File: src/rtl/req_encoder_pkg.sv
`default_nettype none
// +------------------------------------------------------------------+
// | req_encoder_pkg : shared FSM encodings and width helper          |
// | Rev 1.0                                                          |
// +------------------------------------------------------------------+
package req_encoder_pkg;

    typedef enum logic {
        IDLE = 1'b0,
        HOLD = 1'b1
    } state_t;

    // Also used for the 3/6/7-bit decoder widths elsewhere in the codebase.
    function automatic int clog2(input int n);
        int w;
        w = 0;
        for (int i = 0; i < 31; i++) begin
            if ((1 << i) < n) w = i + 1;
        end
        return w;
    endfunction

endpackage
`default_nettype wire

File: src/rtl/req_encoder_prio_pick.sv
`default_nettype none
// +------------------------------------------------------------------+
// | prio_pick : lowest-set-bit search starting at a rotating pointer |
// | Rev 1.0                                                          |
// +------------------------------------------------------------------+
module prio_pick
    import req_encoder_pkg::*;
#(
    parameter int N = 8,
    parameter int W = clog2(N)
) (
    input  logic [N-1:0] vec,
    input  logic [W-1:0] start,
    output logic         found,
    output logic [W-1:0] idx
);

    // Doubled vector: bit start+i of {vec,vec} is vec[(start+i) mod N].
    logic [2*N-2:0] w_dbl;
    logic [N-1:0]   w_rot;
    int             w_pos;
    int             w_sum;

    assign w_dbl = {vec[N-2:0], vec};
    assign found = |vec;

    always_comb begin
        w_rot = '0;
        w_pos = 0;
        for (int i = 0; i < N; i++) begin
            w_rot[i] = w_dbl[i + int'(start)];
        end
        for (int i = N - 1; i >= 0; i--) begin
            if (w_rot[i]) w_pos = i;
        end
        w_sum = int'(start) + w_pos;
        if (w_sum >= N) w_sum = w_sum - N;
        idx = W'(w_sum);
    end

endmodule
`default_nettype wire

File: src/rtl/req_encoder.sv
`default_nettype none
// +------------------------------------------------------------------+
// | req_encoder : pending-request collector issuing binary codes     |
// | Rev 1.0                                                          |
// +------------------------------------------------------------------+
module req_encoder
    import req_encoder_pkg::*;
#(
    parameter int N           = 8,
    parameter int W           = clog2(N),
    parameter bit ROUND_ROBIN = 1'b0
) (
    input  logic         clk,
    input  logic         rst_n,
    input  logic [N-1:0] req,
    input  logic         clr,
    output logic         code_valid,
    input  logic         code_ready,
    output logic [W-1:0] code,
    output logic [N-1:0] pending,
    output logic         dup
);

    state_t       r_state;
    state_t       w_state_next;
    logic [N-1:0] r_pending;
    logic [N-1:0] w_pending_next;
    logic [N-1:0] w_issue_mask;
    logic [W-1:0] r_code;
    logic [W-1:0] w_start;
    logic [W-1:0] w_pick_idx;
    logic         w_pick_found;
    logic         w_load;
    logic         w_dup_set;
    logic         r_dup;

    prio_pick #(.N(N), .W(W)) u_pick (
        .vec   (r_pending),
        .start (w_start),
        .found (w_pick_found),
        .idx   (w_pick_idx)
    );

    generate
        if (ROUND_ROBIN) begin : g_rr
            logic [W-1:0] r_ptr;
            always_ff @(posedge clk or negedge rst_n) begin
                if (!rst_n) begin
                    r_ptr <= '0;
                end else if (clr) begin
                    r_ptr <= '0;
                end else if (w_load) begin
                    r_ptr <= (w_pick_idx == W'(N - 1)) ? '0 : w_pick_idx + 1'b1;
                end
            end
            assign w_start = r_ptr;
        end else begin : g_fixed
            assign w_start = '0;
        end
    endgenerate

    always_comb begin
        w_state_next = r_state;
        w_load       = 1'b0;
        case (r_state)
            IDLE: begin
                if (w_pick_found) begin
                    w_load       = 1'b1;
                    w_state_next = HOLD;
                end
            end
            HOLD: begin
                if (code_ready) begin
                    if (w_pick_found) w_load = 1'b1;
                    else              w_state_next = IDLE;
                end
            end
            default: w_state_next = IDLE;
        endcase
        if (clr) begin
            w_state_next = IDLE;
            w_load       = 1'b0;
        end
    end

    // Issued line clears, but a same-cycle request re-arms it without counting as a duplicate.
    assign w_issue_mask   = w_load ? (N'(1) << w_pick_idx) : '0;
    assign w_pending_next = (r_pending & ~w_issue_mask) | req;
    assign w_dup_set      = |(req & r_pending & ~w_issue_mask);

    always_ff @(posedge clk or negedge rst_n) begin
        if (!rst_n) begin
            r_state   <= IDLE;
            r_pending <= '0;
            r_code    <= '0;
            r_dup     <= 1'b0;
        end else if (clr) begin
            r_state   <= IDLE;
            r_pending <= '0;
            r_dup     <= 1'b0;
        end else begin
            r_state   <= w_state_next;
            r_pending <= w_pending_next;
            if (w_dup_set) r_dup  <= 1'b1;
            if (w_load)    r_code <= w_pick_idx;
        end
    end

    assign code_valid = (r_state == HOLD);
    assign code       = r_code;
    assign pending    = r_pending;
    assign dup        = r_dup;

endmodule
`default_nettype wire
File: config.mk
export PLATFORM = sky130hd
export DESIGN_NAME = req_encoder
export DESIGN_NICKNAME = d
export VERILOG_FILES = /design/src/rtl/req_encoder_pkg.sv /design/src/rtl/req_encoder_prio_pick.sv /design/src/rtl/req_encoder.sv
export SDC_FILE = /design/constraint.sdc
export NUM_CORES = 1
export LEC_CHECK = 0
export CORE_MARGIN = 4
export CORE_UTILIZATION = 39
export DETAILED_ROUTE_END_ITERATION = 12
export PLACE_DENSITY = 0.78
export SLEW_MARGIN = 40
export SYNTH_ARGS = -nofsm -noshare
export SYNTH_HDL_FRONTEND = slang
export SYNTH_SLANG_ARGS = --single-unit
export TNS_END_PERCENT = 20
File: constraint.sdc
create_clock -name clk -period 1.4 [get_ports clk]
set_input_delay 0.14 -clock clk [delete_from_list [all_inputs] [get_ports clk]]
set_output_delay 0.14 -clock clk [all_outputs]
set_load 0.01 [all_outputs]
==> results of run 1 <==
stage by stage:
step	util	instance area, sq um	setup TNS [ns]	cells	total power [uW]
after floorplan	-	708	-0.0680	78	584
after global placement	0.635	1100	-1.19	142	774
after detailed placement	0.635	1100	-1.63	142	785
after CTS	0.659	1140	-0.190	146	1020
after global routing	0.677	1170	-0.537	147	1100
final	0.677	1170	-0.198	147	1030
timing repair:
item,in CTS,in global routing
gates cloned,0,0
pin swaps,2,3
setup buffers,0,1
endpoints found under the setup margin,11,8
gates resized for setup,14,6
power breakdown:
part / total (uW) / switching [uW] / internal [uW] / leakage (uW)
Combinational: 344 / 157 / 187 / 0.000355
Sequential: 448 / 33.2 / 415 / 0.000156
Clock: 240 / 130 / 110 / 0.0000150
Total: 1030 / 320 / 713 / 0.000526
worst max-delay path, delay by kind of cell, from the launching register on:
| family | cells | cell delay [ns] |
|---|---|---|
| AOI/OAI and AO/OA | 2 | 0.33 |
| DFF | 1 | 0.43 |
| and+or+nand+nor | 3 | 0.62 |
sequential cells by signal (all words and copies together) (netlist names):
signal and count:
pending 8, code 3, code_valid 1, dup 1
logic make-up (layout without fill, tap and decap cells):
logic type / count (synthesis) / in the layout / share of synthesized area
mux: 2 / 2 / 0.0301
simple gates: 25 / 25 / 0.215
flops: 13 / 13 / 0.461
buf+inv: 9 / 53 / 0.0479
compound gates: 29 / 29 / 0.246
per-layer routing:
metal | global-route usage | vias up
met1 | 0.226 | 371
met3 | 0.0415 | 8
met4 | 0.0942 | 0
met2 | 0.302 | 19
li1 | - | 364
met5 | 0 | -
final cells by class:
| type | count | area (sq um) | area share |
|---|---|---|---|
| tap | 25 | 31.3 | 0.0268 |
| timing repair buffer | 41 | 359 | 0.307 |
| sequential | 13 | 330 | 0.283 |
| clock buffer | 4 | 26.3 | 0.0225 |
| inverter | 8 | 30.0 | 0.0257 |
| multi-input combinational | 56 | 392 | 0.335 |
cell usage in the layout (no fill, tap or decap), drive strengths merged, types with 2 or more instances in the layout:
master / synthesis / layout
o21bai: 2 / 2
nand2b: 2 / 2
a21oi: 12 / 12
nand2: 3 / 3
dlygate4sd2: 0 / 7
buf: 0 / 17
inv: 8 / 8
nor2b: 2 / 2
clkbuf: 1 / 4
clkdlybuf4s50: 0 / 17
dfrtp: 13 / 13
nor2: 11 / 11
o21ai: 7 / 7
a31oi: 2 / 2
or3: 2 / 2
final timing paths:
kind / cells after the start / endpoint / slack, ns
min in group clk: 3 / pending[3] / 0.43
max in group asynchronous: 2 / pending[1] / 1.05
min reg2reg: 1 / code[1] / 0.53
min: 2 / pending[3] / 0.17
max reg2reg: 5 / dup / -0.12
max: 5 / dup / -0.12
==> results.sh, run 1 <==
export IMPL_status="complete, but fails checks"
export IMPL_violations="setup timing"
export IMPL_drtAntennaViolNets=0
export IMPL_ios=25
export IMPL_grt_overflow=0
export IMPL_startpoint_type="register"
export IMPL_drt_met1_wl_um=926
export IMPL_synth_edf_count=0
export IMPL_synth_area_leaders="dfrtp_1 (46%), a21oi_1 (8.5%), nor2_1 (4.8%)"
export IMPL_finalClockSkew_ns=0.00657
export IMPL_rows=15
export IMPL_synthDistinctLibCells=27
export IMPL_cts_buffers_inserted=3
export IMPL_cts_tree="built"
export IMPL_core_sq_mm=0.00173
export IMPL_finalSetupViolations=2
export IMPL_wl_per_cell_um=14.6
export IMPL_synth_ff_latch_count=13
export IMPL_post_route_drc_count=0
export IMPL_grtUsageTotal=0.185
export IMPL_vdd_ir_drop_max_mv=0.643
export IMPL_timing_slew_headroom=0.736
export IMPL_slowest_stage="dfrtp_2"
export IMPL_setup_slack_ns=-0.119
export IMPL_met2_length_mm=1.07
export IMPL_crit_chain="nor2_4 -> nand4b_4 -> or3_4 -> a31oi_4 -> a41oi_2"
export IMPL_worstMarginPinSlew_ns=0.394
export IMPL_yosysTopAreaCellShare=0.461
export IMPL_place_congestion=0.835
export IMPL_rsz0062_at_grt="yes"
export IMPL_min_period_ns=1.52
export IMPL_max_freq_ghz=0.658
export IMPL_synthTopCellsByCount="dfrtp_1 (13), a21oi_1 (12), nor2_1 (9)"
export IMPL_hold_class="primary input to async pin"
export IMPL_clk_pin_slew_ns=0.09
export IMPL_syn_nets=90
export IMPL_grt_first_pass_wirelength_mm=3.54
export IMPL_vias=762
export IMPL_htreeDepth=1
export IMPL_synth_most_common_cell="dfrtp_1"
export IMPL_timing_rr_start="pending[2]"
export IMPL_cts_sinks=13
export IMPL_worst_path_max_fanout=2
export IMPL_grt_antenna_before_repair=0
export IMPL_wl_met3_um=87
export IMPL_drt_total_wl_mm=2.14
export IMPL_num_antenna_cells=0
export IMPL_dp_hpwl_mm=1.60
export IMPL_synth_area_sq_um=706
export IMPL_async_flop_share=1.00
export IMPL_power_density_mw_per_mm2=884
export IMPL_cap_violations=0
export IMPL_clockBufferDepth=2
export IMPL_die_y_um=50.5
export IMPL_power_leakage_uw=0.000526
export IMPL_yosysTopAreaCell="dfrtp_1"
export IMPL_ctsHoldBuffers=0
export IMPL_die_area_sq_mm=0.00255
export IMPL_fillers=149
export IMPL_slew_viol_final=0
export IMPL_ys_seq_area_frac=0.461
export IMPL_end_kind="register"
export IMPL_period_share=1.08
export IMPL_dr_pass1_iters=4
export IMPL_viasPerCell=5.18
export IMPL_nNetsFinal=135
export IMPL_cp_arrival_ns=1.65
export IMPL_hold_viol=0
export IMPL_max_stage_delay_ns=0.43
export IMPL_top_layer="met4"
export IMPL_required_ns=1.54
export IMPL_cts_root_buffer="clkbuf_4"
export IMPL_die_x_um=50.5
export IMPL_clk_latency_ns=0.27
export IMPL_preCtsSetupSlack_ns=-0.396
export IMPL_crit_type="register to register"
export IMPL_drive_above_1_share=0.303
export IMPL_hold_worst_slack_ns=0.165
export IMPL_grt_max_degree=14
export IMPL_cp_startpoint="pending[2]"
export IMPL_grt_pass1_vias=780
export IMPL_area_growth_pct=65.6
export IMPL_synth_flop_cell="dfrtp_1"
export IMPL_syn_avg_cell_area_sq_um=9.05
export IMPL_initial_core_util=0.409
export IMPL_syn_inst=78
export IMPL_yosys_warnings=0
export IMPL_port_buffers=24
export IMPL_drtIter0Drc=12
No activity file was read; power rests on OpenSTA's default activity.
==> run 2: changes to the inputs <==
--- a/config.mk
+++ b/config.mk
@@ -5,10 +5,12 @@
 export SDC_FILE = /design/constraint.sdc
 export NUM_CORES = 1
 export LEC_CHECK = 0
+export CELL_PAD_IN_SITES_DETAIL_PLACEMENT = 0
+export CELL_PAD_IN_SITES_GLOBAL_PLACEMENT = 1
 export CORE_MARGIN = 4
-export CORE_UTILIZATION = 39
+export CORE_UTILIZATION = 28
 export DETAILED_ROUTE_END_ITERATION = 12
-export PLACE_DENSITY = 0.78
+export PLACE_DENSITY = 0.76
 export SLEW_MARGIN = 40
 export SYNTH_ARGS = -nofsm -noshare
 export SYNTH_HDL_FRONTEND = slang
==> results.sh, run 2 (synthesis results as in run 1) <==
export IMPL_mostFrequentLayoutCell="buf_4"
export IMPL_violations="setup timing"
export IMPL_drtIter0Drc=23
export IMPL_wl_per_cell_um=13.1
export IMPL_layout_cells_non_filler=152
export IMPL_cts_root_buffer="clkbuf_4"
export IMPL_grt_max_degree=14
export IMPL_vdd_ir_drop_max_mv=0.432
export IMPL_crit_type="register to register"
export IMPL_clockBufferDepth=2
export IMPL_power_density_mw_per_mm2=891
export IMPL_period_share=1.03
export IMPL_dr_pass1_iters=4
export IMPL_clk_pin_slew_ns=0.09
export IMPL_rsz0062_at_grt="yes"
export IMPL_end_kind="register"
export IMPL_vias=742
export IMPL_power_leakage_uw=0.000548
export IMPL_slowest_stage="dfrtp_1"
export IMPL_min_period_ns=1.44
export IMPL_cap_violations=0
export IMPL_r2r_end="dup"
export IMPL_startpoint_type="register"
export IMPL_finalSetupViolations=1
export IMPL_required_ns=1.56
export IMPL_viasPerCell=4.88
export IMPL_dp_hpwl_mm=1.56
export IMPL_clk_latency_ns=0.29
export IMPL_die_y_um=58.2
export IMPL_crit_path_end="dup"
export IMPL_num_antenna_cells=0
export IMPL_total_power_uw=1020
export IMPL_hold_class="primary input to async pin"
export IMPL_timing_rr_start="code_valid"
export IMPL_finalClockSkew_ns=0.00894
export IMPL_place_congestion=0.839
export IMPL_port_buffers=24
export IMPL_drtAntennaViolNets=0
export IMPL_timing_slew_headroom=0.838
export IMPL_preCtsSetupSlack_ns=-0.312
export IMPL_grt_antenna_before_repair=0
export IMPL_htreeDepth=1
export IMPL_status="complete, but fails checks"
export IMPL_final_cell_mix="buf_4 (20), clkdlybuf4s50_1 (14), a21oi_1 (11), dfrtp_1 (11)"
export IMPL_cp_startpoint="code_valid"
export IMPL_slew_viol_final=0
export IMPL_ff2ff_setup_slack_ns=-0.04
export IMPL_grt_pass1_vias=712
export IMPL_reg2reg_depth=5
export IMPL_area_growth_pct=62.6
export IMPL_worst_path_max_fanout=3
export IMPL_drive_above_1_share=0.258
export IMPL_hold_viol=0
export IMPL_initial_core_util=0.307
export IMPL_grt_first_pass_wirelength_mm=3.29
export IMPL_rows=17
export IMPL_cp_arrival_ns=1.60
export IMPL_dp_cells=147
export IMPL_post_route_drc_count=0
export IMPL_grtUsageTotal=0.128
export IMPL_setup_slack_ns=-0.0393
export IMPL_die_area_sq_mm=0.00339
export IMPL_hold_worst_slack_ns=0.148
export IMPL_drt_total_wl_mm=1.99
export IMPL_max_stage_delay_ns=0.40
export IMPL_max_freq_ghz=0.695
export IMPL_largest_reg_flops=8
export IMPL_cts_sinks=13
export IMPL_nNetsFinal=137
export IMPL_core_sq_mm=0.00230
export IMPL_worstMarginPinSlew_ns=0.242
export IMPL_die_x_um=58.2
export IMPL_grt_overflow=0
export IMPL_cts_tree="built"
export IMPL_crit_chain="nor2b_1 -> or3_1 -> a31oi_1 -> o221a_1 -> a41oi_1"
export IMPL_cts_buffers_inserted=3
export IMPL_ios=25
[run 2: cell types whose count changed in the layout (fill, tap and decap cells not counted), sizes merged]
cell           previous run  this run
buf                      17        20
clkdlybuf4s50            17        14
dlygate4sd2               7         8
dlymetal6s2s              0         1
[run 2: stage by stage]
step	utilization	instance area, sq um	setup TNS, ns
floorplan	-	708	-0.0680
global placement	0.485	1110	-1.10
detailed placement	0.485	1110	-1.27
CTS	0.495	1140	-0.0427
global route	0.499	1150	-0.199
finish	0.499	1150	-0.0393
[run 2: how the worst min path moves through the flow]
| stage | endpoint | slack [ns] | cells past startpoint |
|---|---|---|---|
| 6_report | code[2] | 0.15 | 2 |
| 5_1_grt | code[1] | 0.18 | 2 |
| 4_1_cts | code[1] | 0.17 | 2 |
| 3_5_place_dp | code[1] | 0.47 | 2 |
| 3_3_place_gp | code[1] | 0.47 | 2 |
| 2_1_floorplan | code[0] | -0.16 | 0 |
[run 2: final cells by class]
type / instances / area [sq um]
multi-input combinational: 56 / 355
clock buffer: 4 / 26.3
fill: 239 / 1150
tap: 28 / 35.0
inverter: 8 / 30.0
sequential: 13 / 328
timing repair buffer: 43 / 373
[run 2: critical path, delay by kind of cell (launching register included)]
| kind | cells | cell delay, ns |
|---|---|---|
| AOI/OAI and AO/OA | 3 | 0.45 |
| and+or+nand+nor | 2 | 0.45 |
| DFF | 1 | 0.40 |
[run 2: metal layers]
metal | vias up | wire (um) | GRT usage
met2 | 23 | 891 | 0.194
met5 | - | 0 | 0
met4 | 0 | 44 | 0.0596
li1 | 367 | - | -
met3 | 4 | 110 | 0.0178
met1 | 348 | 943 | 0.178
[run 2: what timing repair did]
action	in CTS	in global routing
setup endpoints to repair	10	6
pin swaps	1	1
buffers inserted	1	0
hold buffers	0	0
gates resized for setup	10	4
[run 2: power breakdown]
group	total, uW	internal, uW	switching [uW]
sequential	444	414	29.5
clock	250	111	139
combinational	328	184	145
total	1020	709	314
